### src/rtl/mem_port_arbiter.sv
`default_nettype none
// ============================================================================
// mem_port_arbiter : shares one magic-memory port between I-fetch and data.
// Revision 1.0 - initial release
// ============================================================================
module mem_port_arbiter #(
   parameter int ROUND_ROBIN = 1,
   parameter int TIMEOUT     = 64
) (
   input  logic        clk,
   input  logic        rst,
   input  logic        i_read,
   input  logic [31:0] i_addr,
   output logic [31:0] i_rdata,
   output logic        i_resp,
   input  logic        d_read,
   input  logic        d_write,
   input  logic [31:0] d_addr,
   input  logic [31:0] d_wdata,
   input  logic [3:0]  d_byte_enable,
   output logic [31:0] d_rdata,
   output logic        d_resp,
   output logic        mem_read,
   output logic        mem_write,
   output logic [31:0] mem_addr,
   output logic [31:0] mem_wdata,
   output logic [3:0]  mem_byte_enable,
   input  logic [31:0] mem_rdata,
   input  logic        mem_resp,
   output logic        busy,
   output logic        protocol_err,
   output logic        timeout_err
);

   localparam int CNT_W = (TIMEOUT > 1) ? $clog2(TIMEOUT + 1) : 1;

   typedef enum logic [1:0] {
      IDLE   = 2'd0,
      I_BUSY = 2'd1,
      D_BUSY = 2'd2
   } state_t;

   state_t             state_q, state_d;
   logic               last_d_q, last_d_d;
   logic               mem_read_q, mem_read_d;
   logic               mem_write_q, mem_write_d;
   logic [31:0]        addr_q, addr_d;
   logic [31:0]        wdata_q, wdata_d;
   logic [3:0]         be_q, be_d;
   logic               perr_q, perr_d;
   logic               terr_q, terr_d;
   logic [CNT_W-1:0]   wd_q, wd_d;

   logic               w_d_req;
   logic               w_grant_d;
   logic               w_grant_i;

   // With both ports asking, D wins unless round-robin says I is owed a turn.
   assign w_d_req   = d_read | d_write;
   assign w_grant_d = w_d_req & (~i_read | (ROUND_ROBIN == 0) | ~last_d_q);
   assign w_grant_i = i_read & ~w_grant_d;

   always_ff @(posedge clk or posedge rst) begin
      if (rst) begin
         state_q     <= IDLE;
         last_d_q    <= 1'b0;
         mem_read_q  <= 1'b0;
         mem_write_q <= 1'b0;
         addr_q      <= 32'd0;
         wdata_q     <= 32'd0;
         be_q        <= 4'd0;
         perr_q      <= 1'b0;
         terr_q      <= 1'b0;
         wd_q        <= '0;
      end else begin
         state_q     <= state_d;
         last_d_q    <= last_d_d;
         mem_read_q  <= mem_read_d;
         mem_write_q <= mem_write_d;
         addr_q      <= addr_d;
         wdata_q     <= wdata_d;
         be_q        <= be_d;
         perr_q      <= perr_d;
         terr_q      <= terr_d;
         wd_q        <= wd_d;
      end
   end

   always_comb begin
      state_d     = state_q;
      last_d_d    = last_d_q;
      mem_read_d  = mem_read_q;
      mem_write_d = mem_write_q;
      addr_d      = addr_q;
      wdata_d     = wdata_q;
      be_d        = be_q;
      perr_d      = perr_q;
      terr_d      = terr_q;
      wd_d        = wd_q;
      case (state_q)
         IDLE: begin
            if (w_grant_d) begin
               state_d     = D_BUSY;
               last_d_d    = 1'b1;
               addr_d      = d_addr;
               wdata_d     = d_wdata;
               be_d        = d_byte_enable;
               mem_write_d = d_write;
               mem_read_d  = ~d_write;
               wd_d        = '0;
               if (d_read && d_write) begin
                  perr_d = 1'b1;
               end
            end else if (w_grant_i) begin
               state_d     = I_BUSY;
               last_d_d    = 1'b0;
               addr_d      = i_addr;
               mem_read_d  = 1'b1;
               mem_write_d = 1'b0;
               wd_d        = '0;
            end
         end
         I_BUSY, D_BUSY: begin
            if (mem_resp) begin
               state_d     = IDLE;
               mem_read_d  = 1'b0;
               mem_write_d = 1'b0;
            end else begin
               // Watchdog only flags; the transaction keeps waiting.
               if (wd_q != CNT_W'(TIMEOUT)) begin
                  wd_d = wd_q + CNT_W'(1);
               end
               if ((TIMEOUT != 0) && (wd_q == CNT_W'(TIMEOUT - 1))) begin
                  terr_d = 1'b1;
               end
            end
         end
         default: begin
            state_d     = IDLE;
            mem_read_d  = 1'b0;
            mem_write_d = 1'b0;
         end
      endcase
   end

   assign mem_read        = mem_read_q;
   assign mem_write       = mem_write_q;
   assign mem_addr        = addr_q;
   assign mem_wdata       = wdata_q;
   assign mem_byte_enable = be_q;
   assign busy            = (state_q != IDLE);
   assign protocol_err    = perr_q;
   assign timeout_err     = terr_q;
   assign i_resp          = (state_q == I_BUSY) & mem_resp;
   assign d_resp          = (state_q == D_BUSY) & mem_resp;
   assign i_rdata         = mem_rdata;
   assign d_rdata         = mem_rdata;

endmodule
`default_nettype wire

### config.mk
export PLATFORM = sky130hd
export DESIGN_NAME = mem_port_arbiter
export DESIGN_NICKNAME = d
export VERILOG_FILES = /design/src/rtl/mem_port_arbiter.sv
export SDC_FILE = /design/constraint.sdc
export NUM_CORES = 1
export LEC_CHECK = 0
export CAP_MARGIN = 30
export CORE_MARGIN = 2
export CORE_UTILIZATION = 35
export CTS_BUF_LIST = sky130_fd_sc_hd__clkbuf_4
export CTS_CLUSTER_SIZE = 24
export DETAILED_ROUTE_END_ITERATION = 12
export PLACE_DENSITY = 0.79
export RECOVER_POWER = 25
export SLEW_MARGIN = 20
export SYNTH_ARGS = -nofsm -noshare
export SYNTH_HDL_FRONTEND = slang
export SYNTH_SLANG_ARGS = --single-unit
### constraint.sdc
create_clock -name clk -period 3.09 [get_ports clk]
set_input_delay 0.4635 -clock clk [delete_from_list [all_inputs] [get_ports clk]]
set_output_delay 0.4635 -clock clk [all_outputs]
set_load 0.05 [all_outputs]
* Word level (Yosys, flattened, before mapping)
Cells that the tools add are included.
** Word-level totals
- Register bits :: 82
- Memories kept :: 0
- Input port bits :: 138
- Bits in latches :: 0
- Logic and storage cells :: 61
- Memory bits (writable) :: 0
- Output and inout bits :: 139
- Memory bits (read-only) :: 0
** Operators by class
- Bitwise gates (word level) :: 11
- Reductions and logical operators :: 12
- Div/mod/pow operators :: 0
- Add/subtract/negate cells :: 1
- Shifts and indexed selects :: 0
- Multiply operators :: 0
- Muxes and demuxes :: 19
- Eq/ne operators :: 8
- Magnitude comparators :: 0
** Operators by type and width (number)
- two-way mux 32 bit :: 2
- two-way mux 7 bit :: 4
- case mux 7 bit (2 select lines) :: 1
- adder 7 x 1 -> 7 bit, second input constant :: 1
- equality test 7 x 6 -> 1 bit, second input constant :: 1
- != test 7 bit, second input constant :: 1
- two-way mux 1 bit :: 6
- two-way mux 2 bit :: 3
- != test 2 bit, second input constant :: 3
- AND reduction 2 bit :: 3
- AND reduction 3 bit :: 2
- nonzero test 2 bit :: 3
- inverter 1 bit :: 5
- AND 1 bit :: 4
- case mux 1 bit (2 select lines) :: 2
- case mux 2 bit (2 select lines) :: 1
- AND reduction 4 bit :: 1
- != test 3 bit, second input constant :: 1
- equality test 2 x 1 -> 1 bit, second input constant :: 1
- equality test 2 bit, second input constant :: 1
- logical NOT 2 bit :: 1
- bitwise OR 1 bit :: 2
- OR reduction 2 bit :: 1
- logical AND 1 bit :: 1

* Logic depth before layout (Yosys ltp)
Gate-level depths: netlist of the first run.
- Depth after elaboration :: 8
- Depth in mapped cells :: 7
- Mapped depth without buffers :: 6

* Worst setup path after synthesis of the first run
No wires, ideal clock.
- Kind :: register to register
- Start point :: register state_q[0]
- End point :: register wd_q[5]
- Path slack :: 1363 ps
- Cell stages (with the launch flop) :: 7
- Library setup time :: 126 ps
- Required time :: 2964 ps
- Data arrival time :: 1601 ps
- Path through :: dfrtp_1 inv_1 ha_1 and2b_1 o21a_1 o21ai_2 a221o_1
** Between the ends
- Cells in the longest elaborated chain, start to end :: 4
- Elaborated cells between the ends (all ways) :: 10
** RTL lines
- start: declaration :: RTL line 43 : state_t state_q, state_d;
- start signal: assignment :: RTL line 76 : state_q <= state_d;
- equality test 2 x 1 -> 1 bit / equality test 2 bit (equally long branches) :: RTL line 100 : case (state_q)
- OR reduction 2 bit :: RTL line 100
- != test 2 bit (no line) / nonzero test 2 bit (equally long branches)
- AND reduction 4 bit (no line)
- end signal: assignment :: RTL line 85 : wd_q <= wd_d;
- end: declaration :: RTL line 52 : logic [CNT_W-1:0] wd_q, wd_d;
Parallel ways exist; a longest one is shown, timed or not.
A chain may end at the register's enable or synchronous reset.

* Worst setup path in the final report of the first run
- Start point :: register state_q[0]
- End point :: output port busy
** Between the ends
- Cells in the longest elaborated chain, start to end :: 1
** RTL lines
- nonzero test 2 bit :: RTL line 151 : assign busy = (state_q != IDLE);
- end: declaration :: RTL line 30 : output logic busy,
No other way between the ends.

==> results of run 1 <==
==> cells by family after synthesis <==
| kind of cell | after synthesis | synth area share |
|---|---|---|
| fa+ha+maj | 5 | 0.0154 |
| compound gates | 52 | 0.0836 |
| buf+inv | 85 | 0.141 |
| simple gates | 64 | 0.0729 |
| mux | 70 | 0.183 |
| flops | 82 | 0.504 |
==> metrics by stage <==
| stage | worst slack (ns) | util | std cells | area, sq um | hold WS [ns] |
|---|---|---|---|---|---|
| 6_report | 0.526 | 0.502 | 623 | 5710 | 0.489 |
| 5_1_grt | 0.418 | 0.502 | 623 | 5710 | 0.515 |
| 4_1_cts | 0.480 | 0.502 | 623 | 5710 | 0.379 |
| 3_5_place_dp | 0.732 | 0.489 | 607 | 5560 | 0.463 |
| 3_3_place_gp | 0.751 | 0.489 | 607 | 5560 | 0.450 |
| 2_1_floorplan | 0.518 | - | 358 | 4070 | 0.475 |
==> where the power goes <==
part | leakage [uW] | internal (uW) | switching [uW] | total, uW
registers | 0.000987 | 1590 | 276 | 1860
logic | 0.00140 | 1510 | 2660 | 4170
clock network | 0.0000746 | 252 | 398 | 650
==> layer usage <==
layer  wire length [um]  share of wire
met1               3380           0.37
met2               4670           0.51
met3                838          0.092
met4                189          0.021
met5                  0              0
==> area by class of cell <==
cell class,instances,area (sq um)
inverter,7,27.5
fill,1044,5660
timing repair buffer,184,1840
tap,143,179
clock inverter,7,76.3
clock buffer,9,67.6
sequential,82,2050
multi-input combinational,191,1460
==> sequential cells by signal, indices dropped and copies added (netlist names) <==
name / flops
timeout_err: 1
mem_byte_enable: 4
state_q: 2
mem_write: 1
last_d_q: 1
mem_wdata: 32
mem_addr: 32
protocol_err: 1
wd_q: 7
mem_read: 1
==> cell usage in the layout, fill, tap and decap left out, types with 2 or more instances in the layout <==
master,instances
sky130_fd_sc_hd__clkdlybuf4s50_1,179
sky130_fd_sc_hd__dfrtp_1,82
sky130_fd_sc_hd__nand2_1,43
sky130_fd_sc_hd__mux2_2,35
sky130_fd_sc_hd__mux2i_1,34
sky130_fd_sc_hd__o21ai_0,33
sky130_fd_sc_hd__clkbuf_4,9
sky130_fd_sc_hd__inv_1,6
sky130_fd_sc_hd__o31ai_1,5
sky130_fd_sc_hd__ha_1,5
sky130_fd_sc_hd__nand3_1,4
sky130_fd_sc_hd__and2_1,4
sky130_fd_sc_hd__nor2_1,3
sky130_fd_sc_hd__buf_4,3
sky130_fd_sc_hd__o21a_1,2
sky130_fd_sc_hd__a21o_1,2
sky130_fd_sc_hd__or2_2,2
sky130_fd_sc_hd__nor3_1,2
sky130_fd_sc_hd__a221o_1,2
sky130_fd_sc_hd__clkinv_4,2
sky130_fd_sc_hd__inv_6,2
==> worst min-delay path, delay by kind of cell, from the launching register on <==
kind	cells	cell delay (ns)
flip-flops	1	0.36
AO/OA/AOI/OAI	1	0.06
AND/OR/NAND/NOR	1	0.04
==> worst max path at each step <==
stage | startpoint | to | cells after the start
2_1_floorplan | rst | last_d_q | 1
3_3_place_gp | mem_resp | d_resp | 3
4_1_cts | state_q[0] | busy | 4
3_5_place_dp | mem_resp | d_resp | 3
6_report | state_q[0] | busy | 4
5_1_grt | state_q[0] | busy | 4
==> impl_summary.md, run 1 <==
Global routing
The most heavily used metal layer in global routing is met2. For met1 alone, demand over resource in global routing was 0.159. Entering global routing, the biggest net connects 69 pins. The met2 track demand over resource in global routing is 0.258. The number of global-route vias before repair is 3163.

The number of antenna violations at the first check in global routing is 0. For met3 alone, demand over resource in global routing was 0.0708. The wire length of the first global-routing pass is approximately 15000 um.

Global routing finished with a remaining overflow of 0. The combined global-route utilization of all metal layers is 0.151.

Setup path
Of all nets on the critical path, the largest fanout is 5. The largest single stage delay on the critical path is 0.80 ns. In this run the critical register-to-register path is captured at wd_q[6]. The cell repeated most along the worst path is sky130_fd_sc_hd__inv_1. The depth of the worst register-to-register path is 6. On the critical path, the stage with the largest delay is an instance of sky130_fd_sc_hd__clkdlybuf4s50_1. Setup slack on the worst reg-to-reg path comes out at 1.13 ns.

Data on the critical path arrives at its endpoint at 2.10 ns. The reg-to-reg critical path startpoint is state_q[0]. Among cell families on the critical path, the largest total delay comes from buffers and inverters. The buffering stage count on the worst path with inverters included is 3. Walking the worst path, the cells encountered are inv_1 > ha_1 > inv_1 > clkdlybuf4s50_1. The required time at the worst-slack endpoint is 2.63 ns. The setup path with the least slack is of type reg2out. The kind of end point of the critical path is a primary output. The critical path launch point type is a flip-flop.

Clock tree
TritonCTS created 9 clock buffers. The hold buffer count at cts is 0. In this run the number of H-tree levels came out at 3. The longest clock path from root to sink contains 2 buffers.

The total of cells resized after clock tree synthesis is 0. Clock-pin slew was measured on the worst setup and hold paths at between 0.1 and 0.15 ns. The latest clock arrival within the worst-skew pair is 0.46 ns.

The setup fix buffers added after clock tree synthesis is 0. CTS placed an instance of sky130_fd_sc_hd__clkbuf_4 at the clock tree root. TritonCTS built the clock tree. The number of clock sinks seen by CTS is a little over 80.

Floorplan
The die outline height is 112 um. The floorplan step set the die width to around 110 um. For this design the top-level I/O count stands at 277. The core region is roughly 11000 sq um. The initial utilization of the core area, before any placement, comes to 0.358. The initialized floorplan defines 39 standard-cell rows. The full die area is 12500 sq um.

Logic synthesis
The Yosys step of the flow raised 0 warnings. A synthesized cell averages 11.4 sq um. The library cell occupying the most area in the post-synthesis netlist is sky130_fd_sc_hd__dfrtp_1. The share of the Yosys chip area taken by registers is 0.504. The number of nets in the synthesized netlist is 501. Sorting the synthesized cells by area gives the leading types as sky130_fd_sc_hd__dfrtp_1, sky130_fd_sc_hd__buf_4, sky130_fd_sc_hd__mux2_2.

After synthesis, the most frequently instantiated cells are sky130_fd_sc_hd__dfrtp_1, sky130_fd_sc_hd__buf_4, sky130_fd_sc_hd__nand2_1. The most common cell in the synthesized netlist is sky130_fd_sc_hd__dfrtp_1. The prevailing post-synth register cell is sky130_fd_sc_hd__dfrtp_1.

Synthesis produced about 360 cells. After synthesis, the share of flip-flops with an asynchronous set or reset is 1.00. In this run, synthesis inferred 0 flip-flops with an integrated enable. The synthesized netlist occupies a cell area of 4070 sq um. The share of synthesized area in the top cell type comes to 0.504. After synthesis the netlist holds a flip-flop and latch count of 82. The netlist uses 33 different library cells.

Routing
For this run, design rule violations remaining after detail routing come to 0. The number of nets with antenna violations after detailed routing is 0. The via-per-instance ratio is roughly 4.7. The final wirelength is approximately 9100 um. The initial DRC count is a little under 90.

Dividing the detail-routed wire length by the instance count gives 14.6 um. The detailed-routing iteration count for the pre-antenna-repair pass is 4. The routed layout has 2898 vias.

Placement
At the end of routability-driven placement, the weighted congestion stood at 0.726. Detailed placement finished with a half-perimeter wire length of approximately 6900 um. The count of buffers added on input and output ports is 180.

Job
The tool flagged a number of max-cap violations equal to 1.

STA
Setup repair after global routing left no endpoint under its margin. The setup TNS is 0 ns. The pin slew with the least headroom to its limit is ~1.7 ns. The clock period minus worst slack is about 2.6 ns. The count of final hold-check violations came to 0. Setup violations remaining at the end of the flow were counted as 0. The number of max-slew violations in the final report is 38. Based on the critical path, the design can be clocked at up to 390 MHz.

On the final layout, the worst clock skew is 0.00935 ns. The max-slew headroom at the worst pin is -0.144. The share of the cycle needed by the critical path after routing is 0.830.

Layout
Relative to the synthesized area, the layout overhead comes to 40.2%. Of the cells placed in the final design, the portion with a size suffix greater than 1 is 0.135. The number of nets in the layout is 618.

The number of antenna diodes in the final layout is 0.

Worst hold path
The hold path depth is 2. The origin of the worst min-delay path is mem_addr[9]. The class of the worst hold path is reg2reg.

For hold timing, the worst endpoint is mem_addr[9].

Pwr
Summed over all cells, the static leakage comes to between 0.002 and 0.0025 uW. The highest ir drop seen on vdd is 0.896 mV. Dividing total power by cell area gives a power density of 1170 nW/um^2. The completed layout was analyzed and its total power is 6690 uW.

Outcome
The final reports fail on max-capacitance violations, max-slew violations. The flow ran to the end, but the final reports show violations.
Power figures use the tool's default switching activity.
==> run 2: changes to the inputs <==
--- a/config.mk
+++ b/config.mk
@@ -7,11 +7,11 @@
 export LEC_CHECK = 0
 export CAP_MARGIN = 30
 export CORE_MARGIN = 2
-export CORE_UTILIZATION = 35
+export CORE_UTILIZATION = 33
 export CTS_BUF_LIST = sky130_fd_sc_hd__clkbuf_4
 export CTS_CLUSTER_SIZE = 24
 export DETAILED_ROUTE_END_ITERATION = 12
-export PLACE_DENSITY = 0.79
+export PLACE_DENSITY = 0.78
 export RECOVER_POWER = 25
 export SLEW_MARGIN = 20
 export SYNTH_ARGS = -nofsm -noshare
==> constraint.sdc (replaced) <==
create_clock -name clk -period 2.1 [get_ports clk]
set_input_delay 0.315 -clock clk [delete_from_list [all_inputs] [get_ports clk]]
set_output_delay 0.315 -clock clk [all_outputs]
set_load 0.05 [all_outputs]
==> impl_summary.md, run 2 (synthesis gave the netlist of run 1 again) <==
Pwr
The power per cell area is 1740 nW/um^2 (was 1170 nW/um^2). The highest ir drop seen on vdd is 0.960 mV (was 0.896 mV). The leakage power total is 0.00251 uW (was 0.00246 uW). The total power is 10100 uW (was 6690 uW).

Layout
Leading cell types in the layout, fill and taps excluded: sky130_fd_sc_hd__clkdlybuf4s50_1, sky130_fd_sc_hd__dfrtp_1, sky130_fd_sc_hd__nand2_1 (unchanged). The most common cell after layout, fill and taps aside is sky130_fd_sc_hd__clkdlybuf4s50_1 (unchanged). The number of nets in the layout is 622 (was 618). The number of filler instances in the final layout is 1108 (was 1044).

The fraction of final layout cells with drive strength greater than 1 is 0.151 (was 0.135). The number of antenna repair diodes is 0 (unchanged). The area growth from synthesis to final layout is 42.7% (was 40.2%).

Routing
The number of nets with antenna violations after detailed routing is 0 (unchanged). The via-per-instance ratio came to 4.62 (was 4.65). The overall via count from detail_route is 2914 (was 2898).

The final wirelength is 9240 um (was 9070 um). The detailed-routing iteration count for the pre-antenna-repair pass is 4 (unchanged). The initial DRC count was 69 (was 87).

The remaining design rule violation count is 0 (unchanged). The final routed wire length divided by cell count is 14.6 um (about the same).

Global routing
The global-route track usage on met3 was 0.0643 (was 0.0708). The met2 track demand over resource in global routing is 0.243 (was 0.258). The number of global-route vias before repair was 3054 (was 3163). The wire length of the first global-routing pass is 14700 um (was 15000 um). The maximum number of pins on one net before global-route repair is 66 (was 69).

The total congestion overflow after global routing is 0 (unchanged). The combined global-route utilization of all metal layers was 0.143 (was 0.151). The fraction of met1 tracks used by global routing is 0.158 (was 0.159). The most heavily used metal layer in global routing was met2 (unchanged).

The number of antenna violations at the first check in global routing is 0 (unchanged).

STA
The setup TNS was 0 ns (unchanged). The maximum frequency from static timing analysis is 507 MHz. The post-route worst setup slack is 0.126 ns (was 0.526 ns). The share of the cycle needed by the critical path after routing is 0.940. The count of final hold-check violations is 0 (unchanged). The smallest clock period supported by the final layout is computed as 1.97 ns. The pin slew with the least headroom to its limit is 0.895 ns (was 1.71 ns). The max-slew headroom at the worst pin came to 0.403 (was -0.144).

The final-report setup violation count is 0 (unchanged). The worst clock skew is 0.0207 ns (was 0.00935 ns). Unrepaired setup endpoints after global routing: no (unchanged). The number of max-slew violations in the final report is 0 (was 38).

The final hold slack is 0.483 ns (was 0.489 ns).

Clock tree
The number of clock sinks seen by CTS is 82 (unchanged). The setup fix buffers added after clock tree synthesis was 0 (unchanged). The hold buffer count at cts is 0 (unchanged). The buffer type at the clock tree root is sky130_fd_sc_hd__clkbuf_4 (unchanged). The depth of the CTS H-tree is 3 (unchanged). The total of cells resized after clock tree synthesis is 0 (unchanged). The total CTS buffers is 9 (unchanged). The clock tree from TritonCTS is built (unchanged). The register clock-pin slew on the reported worst setup and hold paths is 0.16 ns (was 0.13 ns). The number of buffers on the longest clock path is 2 (unchanged). The latest clock arrival within the worst-skew pair is 0.43 ns (was 0.46 ns).

Setup path
The cell family with the largest share of critical-path delay is buffers and inverters (unchanged). The critical setup path kind is reg2out (unchanged). The origin of the worst setup path is mem_addr[22] (was state_q[0]). The register-to-register setup slack is 0.18 ns (was 1.13 ns). The reg-to-reg critical path startpoint was state_q[0] (unchanged).

The largest fanout on the critical path was 2 (was 5). The critical path data arrival time is 1.66 ns (was 2.10 ns). The kind of end point of the critical path is a primary output (unchanged).

The largest incremental delay on the critical path is 0.83 ns (was 0.80 ns). The worst flop-to-flop path endpoint was wd_q[2] (was wd_q[6]). The buffering stage count on the worst path with inverters included came to 1 (was 3). Cells along the critical path: clkdlybuf4s50_1 (was inv_1 > ha_1 > inv_1 > clkdlybuf4s50_1). The critical path launch point type is a flip-flop (unchanged). The standard cell with the maximum stage delay on the critical path is sky130_fd_sc_hd__clkdlybuf4s50_1 (unchanged). The required time at the worst-slack endpoint was 1.78 ns (was 2.63 ns). The depth of the worst register-to-register path is 6 (unchanged).

Floorplan
The full die area is 13200 sq um (was 12500 sq um). The die outline height came to 115 um (was 112 um). The placement row count is 40 (was 39). The overall die width came to 115 um (was 112 um).

The initial core utilization is 0.339 (was 0.358). The number of primary I/O pins was 277 (unchanged). The total core area is 12000 sq um (was 11400 sq um).

Worst hold path
The origin of the worst min-delay path is d_wdata[11] (was mem_addr[9]). The endpoint with the worst hold slack is mem_wdata[11] (was mem_addr[9]). The hold path depth came to 2 (unchanged). The class of the worst hold path is in2reg (was reg2reg).

Placement
The weighted congestion reported at the end of routability-driven placement came to 0.777 (was 0.726). The worst setup timing slack at the placement stage is 0.0600 ns (was 0.732 ns). The HPWL after detailed placement is 7140 um (was 6940 um). The number of I/O port buffers is 180 (unchanged).

Outcome
Status: completed (was finished, violations left).

Job
The max-capacitance violation count is 0 (was 1).
[run 2: cell types whose count changed in the layout (fill, tap and decap cells not counted), moves of 2 or more]
cell,change
sky130_fd_sc_hd__clkinvlp_4,+2
sky130_fd_sc_hd__buf_12,+4
sky130_fd_sc_hd__buf_4,+2
sky130_fd_sc_hd__clkdlybuf4s50_1,-3
[run 2: how the worst max path moves through the flow]
| stage | end | slack [ns] | depth (start not counted) |
|---|---|---|---|
| global placement | wd_q[2] | 0.1 | 5 |
| finish | mem_addr[22] | 0.13 | 1 |
| floorplan | wd_q[5] | 0.37 | 6 |
| CTS | mem_addr[22] | 0.07 | 1 |
| global route | mem_addr[22] | 0.04 | 1 |
| detailed placement | wd_q[6] | 0.06 | 5 |
[run 2: layout make-up]
type,instances,area [sq um],share of cell area
Tap cell,147,184,0.0317
Clock buffer,9,67.6,0.0116
Multi-Input combinational cell,191,1460,0.251
Sequential cell,82,2050,0.353
Inverter,7,30.0,0.00517
Timing Repair Buffer,188,1910,0.330
Clock inverter,7,101,0.0174
[run 2: power by group]
| group | leakage (uW) | internal, uW | switching [uW] |
|---|---|---|---|
| Clock | 0.0000827 | 491 | 575 |
| Sequential | 0.000987 | 2330 | 415 |
| Combinational | 0.00144 | 2340 | 3940 |
| Total | 0.00251 | 5160 | 4930 |
[run 2: routing by layer]
metal	part of all wire	up-vias
li1	-	1405
met1	0.38	1362
met2	0.51	135
met3	0.10	12
met4	0.010	0
met5	0	-
[run 2: through the flow]
stage,area [sq um],util,std cells
after CTS,5810,0.484,631
after global routing,5810,0.484,631
after detailed placement,5640,0.470,615
final,5810,0.484,631
after global placement,5640,0.470,615
after floorplan,4070,-,358
==> run 3: changes to the inputs <==
--- a/config.mk
+++ b/config.mk
@@ -11,6 +11,7 @@
 export CTS_BUF_LIST = sky130_fd_sc_hd__clkbuf_4
 export CTS_CLUSTER_SIZE = 24
 export DETAILED_ROUTE_END_ITERATION = 12
+export GPL_ROUTABILITY_DRIVEN = 0
 export PLACE_DENSITY = 0.78
 export RECOVER_POWER = 25
 export SLEW_MARGIN = 20
==> results of run 3 <==
Final layout, timing and power as in run 2 (identical DEF).
==> variant, RTL diff (flow settings as in run 2) <==
Register the input `i_addr` before use, without a reset. The logic sees it one clock later. The other inputs are not delayed to match.
--- a/src/rtl/mem_port_arbiter.sv
+++ b/src/rtl/mem_port_arbiter.sv
@@ -39,6 +39,12 @@
       I_BUSY = 2'd1,
       D_BUSY = 2'd2
    } state_t;
+
+   logic [31:0] i_addr_q;
+
+   always_ff @(posedge clk) begin
+      i_addr_q <= i_addr;
+   end
 
    state_t             state_q, state_d;
    logic               last_d_q, last_d_d;
@@ -114,7 +120,7 @@
             end else if (w_grant_i) begin
                state_d     = I_BUSY;
                last_d_d    = 1'b0;
-               addr_d      = i_addr;
+               addr_d      = i_addr_q;
                mem_read_d  = 1'b1;
                mem_write_d = 1'b0;
                wd_d        = '0;
Check against the original RTL: not equivalent (a bounded check fails within 4 cycles, from zero or initial values and one cycle with rst high).
==> variant against run 2 <==
  * Clock skew down 4.3 ps
  * Count of clock-buffer cells in the layout grew 14
  * Final area increased by 16%
  * Power rose by 12%
  * Sequential cell count grew 32
  * Sequential power rose by 25%
  * Register-to-register slack improved by 60 ps
  * Synthesized cell count rose by 11%
  * Wire length is 26% higher
  * First-iteration DRC count up 120%
  * Setup slack lost 47 ps
  * Non-clock buffer count up 5
  * Area after synthesis grew 16%
  * Global-route usage grew 1.4 points
  * Critical path type unchanged
==> variant: results (changes against run 2) <==
- Status: completed
- Commonest cells post-synth: 82 x dfrtp_1, 64 x buf_4, 40 x o21ai_0, 39 x nand2_1, 34 x mux2_2
- Initial antenna violation count: 1 (+1)
- Largest stage delay, worst path: 810 ps (-20 ps)
- Ys async rst share: 71.9% (-28 points)
- Gr usage total: 15.6% (+1.4 points)
- Worst-Skew Late Latency: 540 ps (+110 ps)
- H-tree levels: 4 (+1)
- Via-to-Cell Ratio: 4.61 (-0.19%)
- Post-synthesis xor/xnor area fraction: 0% (unchanged)
- Multiplexer share of the synthesized area: 15.4% (-3.0 points)
- Clock transition at path regs: 100 ps (-60 ps)
- Total number of vias: 3328 (+14%)
- GPL Wtd Cong: 0.815 (+4.8%)
- Synth warn: 0 (unchanged)
- Vias in the first global route: 3551 (+16%)
- Mapped Cells: 396 (+11%)
- Yosys cell types: 38 (+15%)
- Worst EP arrival: 1710 ps (+50 ps)
- Dpl cells: 689 (+12%)
- Peak supply drop: 1.05 mV (+9.5%)
- Synthesized Nets: 539 (+7.6%)
- Sw Share: 47.4% (-1.5 points)
- Area contributors post-synth: dfrtp_1 43%, dfxtp_1 14%, buf_4 10%, mux2_2 8.1%, mux2i_1 6.8%
- Layout net count: 671 (+7.9%)
- Slew HR: 48.6% (+8.3 points)
- WL/cell: 16.1 µm (+9.7%)
- Clock Path Buffers: 2 (unchanged)
- Synth Area in Compound Gates: 7.28% (-1.1 points)
- Initial drt markers: 150 (+120%)
- Layout cells sized above 1: 16.6% (+1.6 points)
- Number of CTS-inserted buffers: 17 (+8)
- DP HPWL: 8920 µm (+25%)
- Hold crit path type: input pin to async pin
- Pin count of the biggest net entering global routing: 39 (-41%)
-- variant: cell types whose count changed after synthesis, moves of 4 or more --
cell,before,now
o21ai_0,33,40
o31ai_1,6,1
nand2_1,43,39
nand3b_1,0,4
dfxtp_1,0,32
-- variant: metrics by stage --
stage	utilization, %	setup slack [ps]	hold slack [ps]
floorplan	-	254	343
global placement	46.1	176	453
detailed placement	46.1	147	466
CTS	47.7	1.81	63.1
global route	48.4	1.16	251
finish	48.4	79.2	295
-- variant: repair_timing --
item | CTS | global route
endpoints found under the setup margin | 18 | 48
resized for setup | 18 | 48
cloned | 0 | 0
-- variant: area by class of cell --
cell class / instances / area (µm²)
diodes: 1 / 2.50
repair buffers: 193 / 2090
clock inverters: 9 / 68.8
fillers: 1201 / 7190
well taps: 180 / 225
inverters: 7 / 27.5
clock buffers: 23 / 173
multi-input cells: 195 / 1470
flip-flops and latches: 114 / 2690
-- variant: cells by family (layout without fill, tap and decap cells) --
kind of cell	Yosys count	after routing
flip-flops	114	114
buffers and inverters	87	232
multiplexers	68	68
AND/OR/NAND/NOR	66	66
AO/OA/AOI/OAI	56	56
adder cells (fa/ha/maj)	5	5
other	0	1
-- variant: worst paths after layout --
kind,startpoint,endpoint,slack [ps],cells past startpoint
worst min register to register,mem_read,mem_read,480,1
worst min-delay path,rst,mem_wdata[17],290,2
max in group asynchronous,rst,mem_addr[5],630,3
worst max register to register,state_q[0],wd_q[3],240,6
min in group clk,i_addr[2],i_addr_q[2],310,1
worst max-delay path,timeout_err,timeout_err,80,1
-- variant: per-layer routing --
| layer | up-vias | wire length (µm) | global-route usage, % | share of wire (%) |
|---|---|---|---|---|
| met5 | - | 0 | 0 | 0 |
| met4 | 0 | 462 | 8.38 | 4.0 |
| met3 | 41 | 1150 | 8.01 | 9.9 |
| met2 | 165 | 5860 | 26.3 | 51 |
| met1 | 1576 | 4130 | 15.7 | 36 |
| li1 | 1546 | - | - | - |
-- variant: power by group through the flow --
stage          logic (mW)  clock network [mW]  registers [mW]
4_1_cts              6.55                1.48            3.47
3_3_place_gp         6.52                   0            3.49
2_1_floorplan        2.21                   0            5.82
3_5_place_dp         6.66                   0            3.50
6_report             6.43                1.43            3.45
5_1_grt              6.81                1.58            3.55
-- variant: worst register-to-register path, cell delays in order, from the launching register on --
cell and delay (ps):
dfrtp_1 380, inv_1 70, ha_1 340, nor2b_1 210, o22ai_4 130, or2_1 330, o311ai_1 310
